--- config.mk ---
export PLATFORM = sky130hd
export DESIGN_NAME = adj_mod_counter
export DESIGN_NICKNAME = d
export VERILOG_FILES = /design/src/rtl/adj_mod_counter.sv
export SDC_FILE = /design/constraint.sdc
export NUM_CORES = 1
export LEC_CHECK = 0
export CORE_MARGIN = 2
export CORE_UTILIZATION = 56
export CTS_CLUSTER_SIZE = 30
export DETAILED_ROUTE_END_ITERATION = 10
export HOLD_SLACK_MARGIN = 0.05
export PLACE_DENSITY = 0.86
export SLEW_MARGIN = 20
export SYNTH_ARGS = -nofsm -noshare
export SYNTH_HDL_FRONTEND = slang
export SYNTH_SLANG_ARGS = --single-unit
export TNS_END_PERCENT = 10
--- constraint.sdc ---
create_clock -name CP -period 2.7 [get_ports CP]
set_clock_uncertainty 0.05 [all_clocks]
set_input_delay 0.27 -clock CP [delete_from_list [all_inputs] [get_ports CP]]
set_output_delay 0.27 -clock CP [all_outputs]
set_load 0.01 [all_outputs]
--- src/rtl/adj_mod_counter.sv ---
// adj_mod_counter
// Modulo counter for one clock/calendar digit field with a range of [MIN, MAX].
// It has three ways to change the count:
//   - a synchronous load, clamped to the legal range,
//   - manual +1/-1 steps from the adjust buttons, with hold-to-repeat,
//   - an enable tick that counts up or down and produces carry/borrow
//     pulses for chaining to the next digit.
// Priority on each CP edge is load > manual step > EN count > hold.
//
// Ports:
//   CP          clock, rising edge
//   reset       asynchronous reset, active low
//   EN          count enable tick (one CP cycle wide)
//   dir         EN count direction: 0 = up, 1 = down
//   load        synchronous load strobe
//   load_val    value to load (out-of-range values load MIN)
//   inc_btn     increment button level, asynchronous to CP
//   dec_btn     decrement button level, asynchronous to CP
//   rpt_tick    prescaled timing pulse driving the repeat timing
//   Q           registered count value
//   carry       one-cycle pulse while Q shows an EN-caused MAX->MIN wrap
//   borrow      one-cycle pulse while Q shows an EN-caused MIN->MAX wrap
//   adj_active  high while the repeat FSM is not idle
module adj_mod_counter #(
   parameter int WIDTH     = 4,
   parameter int MIN       = 0,
   parameter int MAX       = 5,
   parameter int RPT_DELAY = 4,
   parameter int RPT_RATE  = 2
) (
   input  logic             CP,
   input  logic             reset,
   input  logic             EN,
   input  logic             dir,
   input  logic             load,
   input  logic [WIDTH-1:0] load_val,
   input  logic             inc_btn,
   input  logic             dec_btn,
   input  logic             rpt_tick,
   output logic [WIDTH-1:0] Q,
   output logic             carry,
   output logic             borrow,
   output logic             adj_active
);

   localparam logic [WIDTH-1:0] MIN_V = WIDTH'(MIN);
   localparam logic [WIDTH-1:0] MAX_V = WIDTH'(MAX);
   localparam logic [WIDTH-1:0] SPAN  = WIDTH'(MAX - MIN);

   localparam int RMAX = (RPT_DELAY > RPT_RATE) ? RPT_DELAY : RPT_RATE;
   localparam int RW   = (RMAX > 1) ? $clog2(RMAX) : 1;
   localparam logic [RW-1:0] DLY_LAST  = RW'(RPT_DELAY - 1);
   localparam logic [RW-1:0] RATE_LAST = RW'(RPT_RATE - 1);

   typedef enum logic [1:0] {
      S_IDLE   = 2'd0,
      S_WAIT   = 2'd1,
      S_REPEAT = 2'd2
   } state_t;

   // ---------------------------------------------------------------
   // Button synchronizers
   // ---------------------------------------------------------------
   logic [1:0] inc_sync_q, dec_sync_q;
   // Goes to all-ones two edges after reset. That is when the
   // synchronizer outputs first reflect the real button levels.
   logic [1:0] sync_vld_q;
   logic       btn_prev_q;
   logic       inc_s, dec_s, btn, btn_rise;

   assign inc_s = inc_sync_q[1];
   assign dec_s = dec_sync_q[1];
   assign btn   = inc_s ^ dec_s;

   // btn_prev_q comes out of reset high and is frozen until the
   // synchronizers have settled. As a result, a button that is still
   // held through reset is not treated as a new press. It must be
   // released and pressed again.
   assign btn_rise = btn & ~btn_prev_q;

   always_ff @(posedge CP or negedge reset) begin
      if (!reset) begin
         inc_sync_q <= '0;
         dec_sync_q <= '0;
         sync_vld_q <= '0;
         btn_prev_q <= 1'b1;
      end else begin
         inc_sync_q <= {inc_sync_q[0], inc_btn};
         dec_sync_q <= {dec_sync_q[0], dec_btn};
         sync_vld_q <= {sync_vld_q[0], 1'b1};
         if (sync_vld_q[1]) btn_prev_q <= btn;
      end
   end

   // ---------------------------------------------------------------
   // Repeat FSM
   // ---------------------------------------------------------------
   state_t        state_q, state_d;
   logic [RW-1:0] rcnt_q, rcnt_d;
   logic          step;

   always_ff @(posedge CP or negedge reset) begin
      if (!reset) begin
         state_q <= S_IDLE;
         rcnt_q  <= '0;
      end else begin
         state_q <= state_d;
         rcnt_q  <= rcnt_d;
      end
   end

   always_comb begin
      state_d = state_q;
      rcnt_d  = rcnt_q;
      step    = 1'b0;
      if (!btn) begin
         // Covers release and both-buttons-held.
         state_d = S_IDLE;
         rcnt_d  = '0;
      end else begin
         case (state_q)
            S_IDLE: begin
               if (btn_rise) begin
                  step    = 1'b1;
                  state_d = S_WAIT;
                  rcnt_d  = '0;
               end
            end
            S_WAIT: begin
               if (rpt_tick) begin
                  if (rcnt_q == DLY_LAST) begin
                     step    = 1'b1;
                     state_d = S_REPEAT;
                     rcnt_d  = '0;
                  end else begin
                     rcnt_d = rcnt_q + 1'b1;
                  end
               end
            end
            S_REPEAT: begin
               if (rpt_tick) begin
                  if (rcnt_q == RATE_LAST) begin
                     step   = 1'b1;
                     rcnt_d = '0;
                  end else begin
                     rcnt_d = rcnt_q + 1'b1;
                  end
               end
            end
            default: begin
               state_d = S_IDLE;
               rcnt_d  = '0;
            end
         endcase
      end
   end

   assign adj_active = (state_q != S_IDLE);

   // ---------------------------------------------------------------
   // Count datapath
   // ---------------------------------------------------------------
   logic [WIDTH-1:0] q_q, q_d, q_up, q_dn, lv_off;
   logic             carry_q, carry_d, borrow_q, borrow_d;

   assign q_up = (q_q == MAX_V) ? MIN_V : q_q + 1'b1;
   assign q_dn = (q_q == MIN_V) ? MAX_V : q_q - 1'b1;

   // Range check via wrapped offset. Values below MIN wrap to a large
   // offset, so a single compare covers both bounds.
   assign lv_off = load_val - MIN_V;

   always_comb begin
      q_d      = q_q;
      carry_d  = 1'b0;
      borrow_d = 1'b0;
      if (load) begin
         q_d = (lv_off <= SPAN) ? load_val : MIN_V;
      end else if (step) begin
         // Exactly one synchronized button is high whenever step fires.
         q_d = inc_s ? q_up : q_dn;
      end else if (EN) begin
         if (!dir) begin
            q_d     = q_up;
            carry_d = (q_q == MAX_V);
         end else begin
            q_d      = q_dn;
            borrow_d = (q_q == MIN_V);
         end
      end
   end

   always_ff @(posedge CP or negedge reset) begin
      if (!reset) begin
         q_q      <= MIN_V;
         carry_q  <= 1'b0;
         borrow_q <= 1'b0;
      end else begin
         q_q      <= q_d;
         carry_q  <= carry_d;
         borrow_q <= borrow_d;
      end
   end

   assign Q      = q_q;
   assign carry  = carry_q;
   assign borrow = borrow_q;

endmodule

==> key figures, run 1 <==
Clocking
  • Clock Tree Buf Depth: 2
  • Post-CTS Hold Buffers: 0
  • Clk sinks: 17
  • CTS Root Cell: clkbuf_4
  • Clk slew on worst S/H paths: 0.10 ns
  • Clk_lat worst skew: 0.28 ns
  • CTS HTree Levels: 1
  • Setup repair bufs after CTS: 0
  • PostCTS Resize Cnt: 0
  • CTS tree: done
  • Number of CTS-inserted buffers: 3

Worst hold path
  • Hold Crit Start: sync_vld_q[0]
  • Worst hold path type: register to register
  • Hold path endpoint: sync_vld_q[1]
  • WHS Path Cells: 0

Layout
  • Most common cell after layout, fill and taps aside: clkdlybuf4s50_1
  • Most frequent cells in the layout: clkdlybuf4s50_1 (18), dfrtp_1 (16), inv_1 (12), a21oi_1 (10), ha_1 (8)
  • Antenna diodes: 0
  • Area grow syn2layout: 18.09%
  • Share of layout cells above drive strength 1: 8.889%
  • Nets: 156
  • Cell area after layout: 0.001380 mm2
  • Filler cells: 163
  • Footprint of the multi-input gates: 666.9 um2
  • Register area: 426.7 um2

Drt
  • Final WL: 2.121 mm
  • ANT nets after route: 0
  • Vias/cell: 5.679
  • 1st-pass router iterations: 4
  • Wirelength per Cell: 13.09 um
  • Vias: 920
  • DRC Markers: 0
  • Initial drt markers: 27

Yosys
  • Synth Net Count: 138
  • Primary FF master, synth: dfrtp_1
  • Share of synthesized registers carrying an async set or reset: 100.0%
  • Synth Cell Area: 0.001169 mm2
  • Synthesis Warnings: 0
  • Cell variety after synth: 45
  • Post-synth EDFFs: 0
  • Sequential share of the synthesized area: 36.51%
  • Post-synthesis cell count: 118
  • Mapped Avg Cell Area: 9.904 um2
  • Flops & latches, synth: 17

Power
  • Leakage power: 0.5962 nW
  • Peak VDD IR: 0.4506 mV
  • P per Cell Area: 640.8 mW/mm2

Critical path
  • WP data required: 2.38 ns
  • Worst-case reg-to-reg path depth: 7
  • Crit. End Element: primary output
  • Reg2reg start: state_q[0]
  • Arrival time at the worst endpoint: 1.70 ns
  • WS Path Type: register to primary output
  • Worst-path maximum fanout: 4
  • CP startpoint kind: register
  • FF-to-FF End: Q[1]
  • Setup slack, reg-to-reg: 0.71 ns

Placed design
  • Placed Instance Area: 0.001353 mm2
  • Gpl congestion: 0.8202
  • PortBufs: 18
  • Dpl hpwl: 1.661 mm
  • Post-place setup slack: 0.7412 ns

GRT
  • First-pass GRT wire length: 3.808 mm
  • Total GRT Usage: 19.88%
  • Vias in the first global route: 849
  • Antenna violations before repair: 0
  • Largest net degree at the start of global routing: 18
  • Grt ovf: 0

Flow run
  • Max cap viols: 0

Timing
  • Final Worst Setup Slack: 0.6785 ns
  • Worst-Margin Slew: 0.7694 ns
  • Post-layout min period: 2.022 ns
  • Fin Setup TNS: 0 ns
  • Final Hold Viols: 0
  • Peak Freq: 494.7 MHz
  • Rel. slew slack: 48.55%
  • Final setup fails: 0
  • RSZ-0062 raised after global routing: no
  • Max-slew violation count: 0
  • Final critical-path share of the clock period: 74.87%

Die
  • Core Area: 0.001962 mm2
  • Std-Cell Rows: 16
  • Die area: 0.002468 mm2
  • Starting density of the core: 59.57%
  • Die height: 49.68 um
  • DIE WIDTH: 49.68 um
  • IO Pins: 19

Status
  • Status: finished clean
critical path, cell delays in order (launching register included):
cell and delay, ns:
dfrtp_1 0.41, inv_1 0.09, ha_1 0.23, inv_1 0.13, clkdlybuf4s50_1 0.55
where the power goes:
group / leakage (nW) / internal (mW) / switching [mW] / total [mW]
logic: 0.364 / 0.199 / 0.191 / 0.390
registers: 0.215 / 0.288 / 0.0697 / 0.357
clock network: 0.0177 / 0.0550 / 0.0818 / 0.137
total: 0.596 / 0.542 / 0.343 / 0.884
cell type report:
cell class,instances,area share [%]
multi-input combinational,84,48.32
sequential,17,30.92
tap,27,2.448
clock inverter,1,0.3626
inverter,12,3.264
timing repair buffer,18,13.06
clock buffer,3,1.632
layer usage:
metal  up-vias  routed length (um)  GRT usage, %
met3         4                  99         3.636
met4         0                   7         5.093
li1        452                   -             -
met2        35                1044         29.78
met1       429                 971         29.55
met5         -                   0             0
synth_stat cells, drive strengths merged, types with 3 or more instances:
cell | count | area [um2]
dfrtp | 16 | 400.4
inv | 12 | 45.04
a22oi | 4 | 30.03
buf | 4 | 26.27
a211oi | 3 | 35.03
ha | 8 | 100.1
nand3 | 4 | 20.02
nor2 | 8 | 46.30
nand2 | 6 | 25.03
o31ai | 3 | 27.52
a21o | 3 | 22.52
mux2i | 4 | 40.04
a21oi | 10 | 50.05
state kept, by name (all words and copies together) (netlist names):
name / flops
Q: 4
borrow: 1
btn_prev_q: 1
carry: 1
dec_sync_q: 2
inc_sync_q: 2
rcnt_q: 2
state_q: 2
sync_vld_q: 2
stage by stage:
| step | hold slack, ns | std cells | total power [mW] | util (%) |
|---|---|---|---|---|
| floorplan | -0.07559 | 118 | 0.6386 | - |
| global placement | 0.2822 | 158 | 0.7421 | 68.94 |
| detailed placement | 0.2862 | 158 | 0.7524 | 68.94 |
| CTS | 0.3122 | 162 | 0.8921 | 70.34 |
| global route | 0.3218 | 162 | 0.9566 | 70.34 |
| finish | 0.3098 | 162 | 0.8843 | 70.34 |
cells by family after synthesis:
logic type / after synthesis / share of synthesized area, %
adders and majority gates: 8 / 8.566
and+or+nand+nor: 34 / 18.20
buffers and inverters: 17 / 6.423
AOI/OAI and AO/OA: 34 / 22.70
xor gates and xnor gates: 3 / 3.855
DFF: 17 / 36.51
other: 1 / 0.3209
muxes: 4 / 3.426
worst max path at each step:
stage	start	slack [ns]	to	depth (start not counted)
floorplan	state_q[0]	0.87	Q[1]	7
global placement	dir	0.76	Q[2]	6
detailed placement	state_q[0]	0.74	carry	7
CTS	state_q[0]	0.66	adj_active	4
global route	state_q[0]	0.57	Q[1]	7
finish	state_q[0]	0.68	adj_active	4
Power figures use the tool's default switching activity.
==> inputs of run 2 (changes only) <==
CORE_UTILIZATION = 47   (was 56)
PLACE_DENSITY = 0.77   (was 0.86)
clock period = 1.67 ns   (was 2.7 ns; I/O delays follow)
==> run 2 against run 1 <==
Effect of this change:
- the run now ends with negative setup slack left
- critical path type is now register to register
- utilization fell by 3.5 points
- sequential power grew 56%
- routed wire length rose by 24%
- first-iteration DRC count decreased by 33%
- non-clock buffer count increased by 22
- worst setup slack got worse by 0.77 ns
- final area is 17% higher
- worst hold slack worse by 0.18 ns
- largest cell class unchanged
- highest routed layer unchanged
- clock power is 66% higher
- via count rose by 13%
- die area is 18% higher
- combinational power rose by 120%
==> key figures, run 2 (synthesis results as in run 1) <==
Drt
  • Vias: 1036
  • Wirelength per Cell: 14.10 um
  • 1st-pass router iterations: 4
  • Vias/cell: 5.540
  • ANT nets after route: 0
  • Final WL: 2.637 mm
  • DRC Markers: 0
  • Initial drt markers: 18

Placed design
  • Dpl hpwl: 2.056 mm
  • PortBufs: 18
  • Post-place setup slack: -0.1096 ns
  • Gpl congestion: 0.7877

Layout
  • Most frequent cells in the layout: buf_4 (21), clkdlybuf4s50_1 (15), dfrtp_1 (13), inv_1 (11), a21oi_1 (9)
  • Area grow syn2layout: 37.79%
  • Antenna diodes: 0
  • Most common cell after layout, fill and taps aside: buf_4
  • Max reg flops: 4
  • Nets: 178
  • Share of layout cells above drive strength 1: 28.03%

Power
  • Total power: 1.659 mW
  • Peak VDD IR: 0.6642 mV
  • Leakage power: 0.7350 nW
  • P per Cell Area: 1030 mW/mm2

Die
  • Starting density of the core: 48.49%
  • IO Pins: 19
  • Core Area: 0.002410 mm2
  • DIE WIDTH: 53.87 um
  • Die height: 53.87 um
  • Std-Cell Rows: 18
  • Die area: 0.002901 mm2

Critical path
  • Setup slack, reg-to-reg: -0.09 ns
  • Crit. End Element: register
  • WP data required: 1.83 ns
  • CP startpoint kind: register
  • WS Path Type: register to register
  • Worst-path maximum fanout: 4
  • Arrival time at the worst endpoint: 1.93 ns

GRT
  • First-pass GRT wire length: 4.202 mm
  • Gr busiest metal: met2
  • Vias in the first global route: 974
  • Total GRT Usage: 20.39%
  • Met2 Track Usage GR: 35.57%
  • M1 GR Usage: 25.00%
  • Largest net degree at the start of global routing: 18
  • Antenna violations before repair: 0
  • Met3 Use GR: 5.833%
  • Grt ovf: 0

Clocking
  • Clk sinks: 17
  • CTS Root Cell: clkbuf_4
  • Number of CTS-inserted buffers: 3
  • Clock Tree Buf Depth: 2
  • CTS HTree Levels: 1
  • Clk slew on worst S/H paths: 0.10 ns
  • Clk_lat worst skew: 0.30 ns
  • CTS tree: done
  • Post-CTS Hold Buffers: 0

Timing
  • Peak Freq: 567.4 MHz
  • Final setup fails: 5
  • Final critical-path share of the clock period: 105.5%
  • Post-layout min period: 1.763 ns
  • Final Hold Viols: 0
  • Max-slew violation count: 0
  • Final Worst Setup Slack: -0.09255 ns
  • RSZ-0062 raised after global routing: yes

Worst hold path
  • Worst hold path type: primary input to async pin

Status
  • Failing checks: negative setup slack
  • Status: complete, but fails checks

Flow run
  • Max cap viols: 0
==> run 2: changes by cell type in the layout (fill, tap and decap cells not counted), moves of 2 or more <==
cell,change
buf_4,+21
clkdlybuf4s50_1,-3
dfrtp_1,-3
dfrtp_2,+3
dlymetal6s2s_1,+2
ha_1,-2
==> run 2: final timing paths <==
| path | depth (start not counted) | start | endpoint |
|---|---|---|---|
| setup / recovery | 7 | state_q[1] | Q[1] |
| hold / removal | 2 | reset | rcnt_q[0] |
| setup reg to reg | 7 | state_q[1] | Q[1] |
| hold reg to reg | 0 | sync_vld_q[0] | sync_vld_q[1] |
| max in group asynchronous | 2 | reset | btn_prev_q |
| min in group CP | 1 | inc_btn | inc_sync_q[0] |
==> run 2: cell type report <==
type	instances	area (um2)
clock inverters	1	7.507
well taps	30	37.54
fillers	203	799.5
clock buffers	3	22.52
flip-flops and latches	17	430.4
repair buffers	40	352.8
inverters	12	45.04
multi-input cells	84	714.4
==> run 2: power by group <==
part / switching, mW / internal (mW)
sequential: 0.0900 / 0.468
clock: 0.137 / 0.0913
combinational: 0.412 / 0.461
==> run 2: worst max-delay path: stages (launching register included) <==
cell	delay, ns
dfrtp_1	0.41
buf_6	0.13
ha_4	0.16
mux2i_4	0.18
o22ai_4	0.20
nand2_2	0.09
o31a_1	0.29
o31ai_2	0.17
==> run 2: stage by stage <==
stage	hold WS, ns	std cells	setup TNS, ns	utilization [%]	area (um2)
3_3_place_gp	0.2851	182	-0.1223	63.50	1530
6_report	0.1310	187	-0.2823	66.82	1610
3_5_place_dp	0.2903	182	-0.3934	63.50	1530
5_1_grt	0.1411	187	-0.9564	66.82	1610
4_1_cts	0.1247	187	-0.4505	65.26	1573
2_1_floorplan	-0.1786	118	-0.07286	-	1185
==> run 2: per-layer routing <==
| metal | routed length [um] | up-vias | share of wire, % |
|---|---|---|---|
| met2 | 1402 | 30 | 53 |
| met3 | 145 | 2 | 5.5 |
| li1 | - | 495 | - |
| met5 | 0 | - | 0 |
| met4 | 11 | 0 | 0.42 |
| met1 | 1077 | 509 | 41 |
==> run 2: repair_timing <==
action	4_1_cts	5_1_grt
pin swaps	0	7
buffers inserted	1	0
endpoints found under the setup margin	10	11
cloned	0	0
resized for setup	5	8
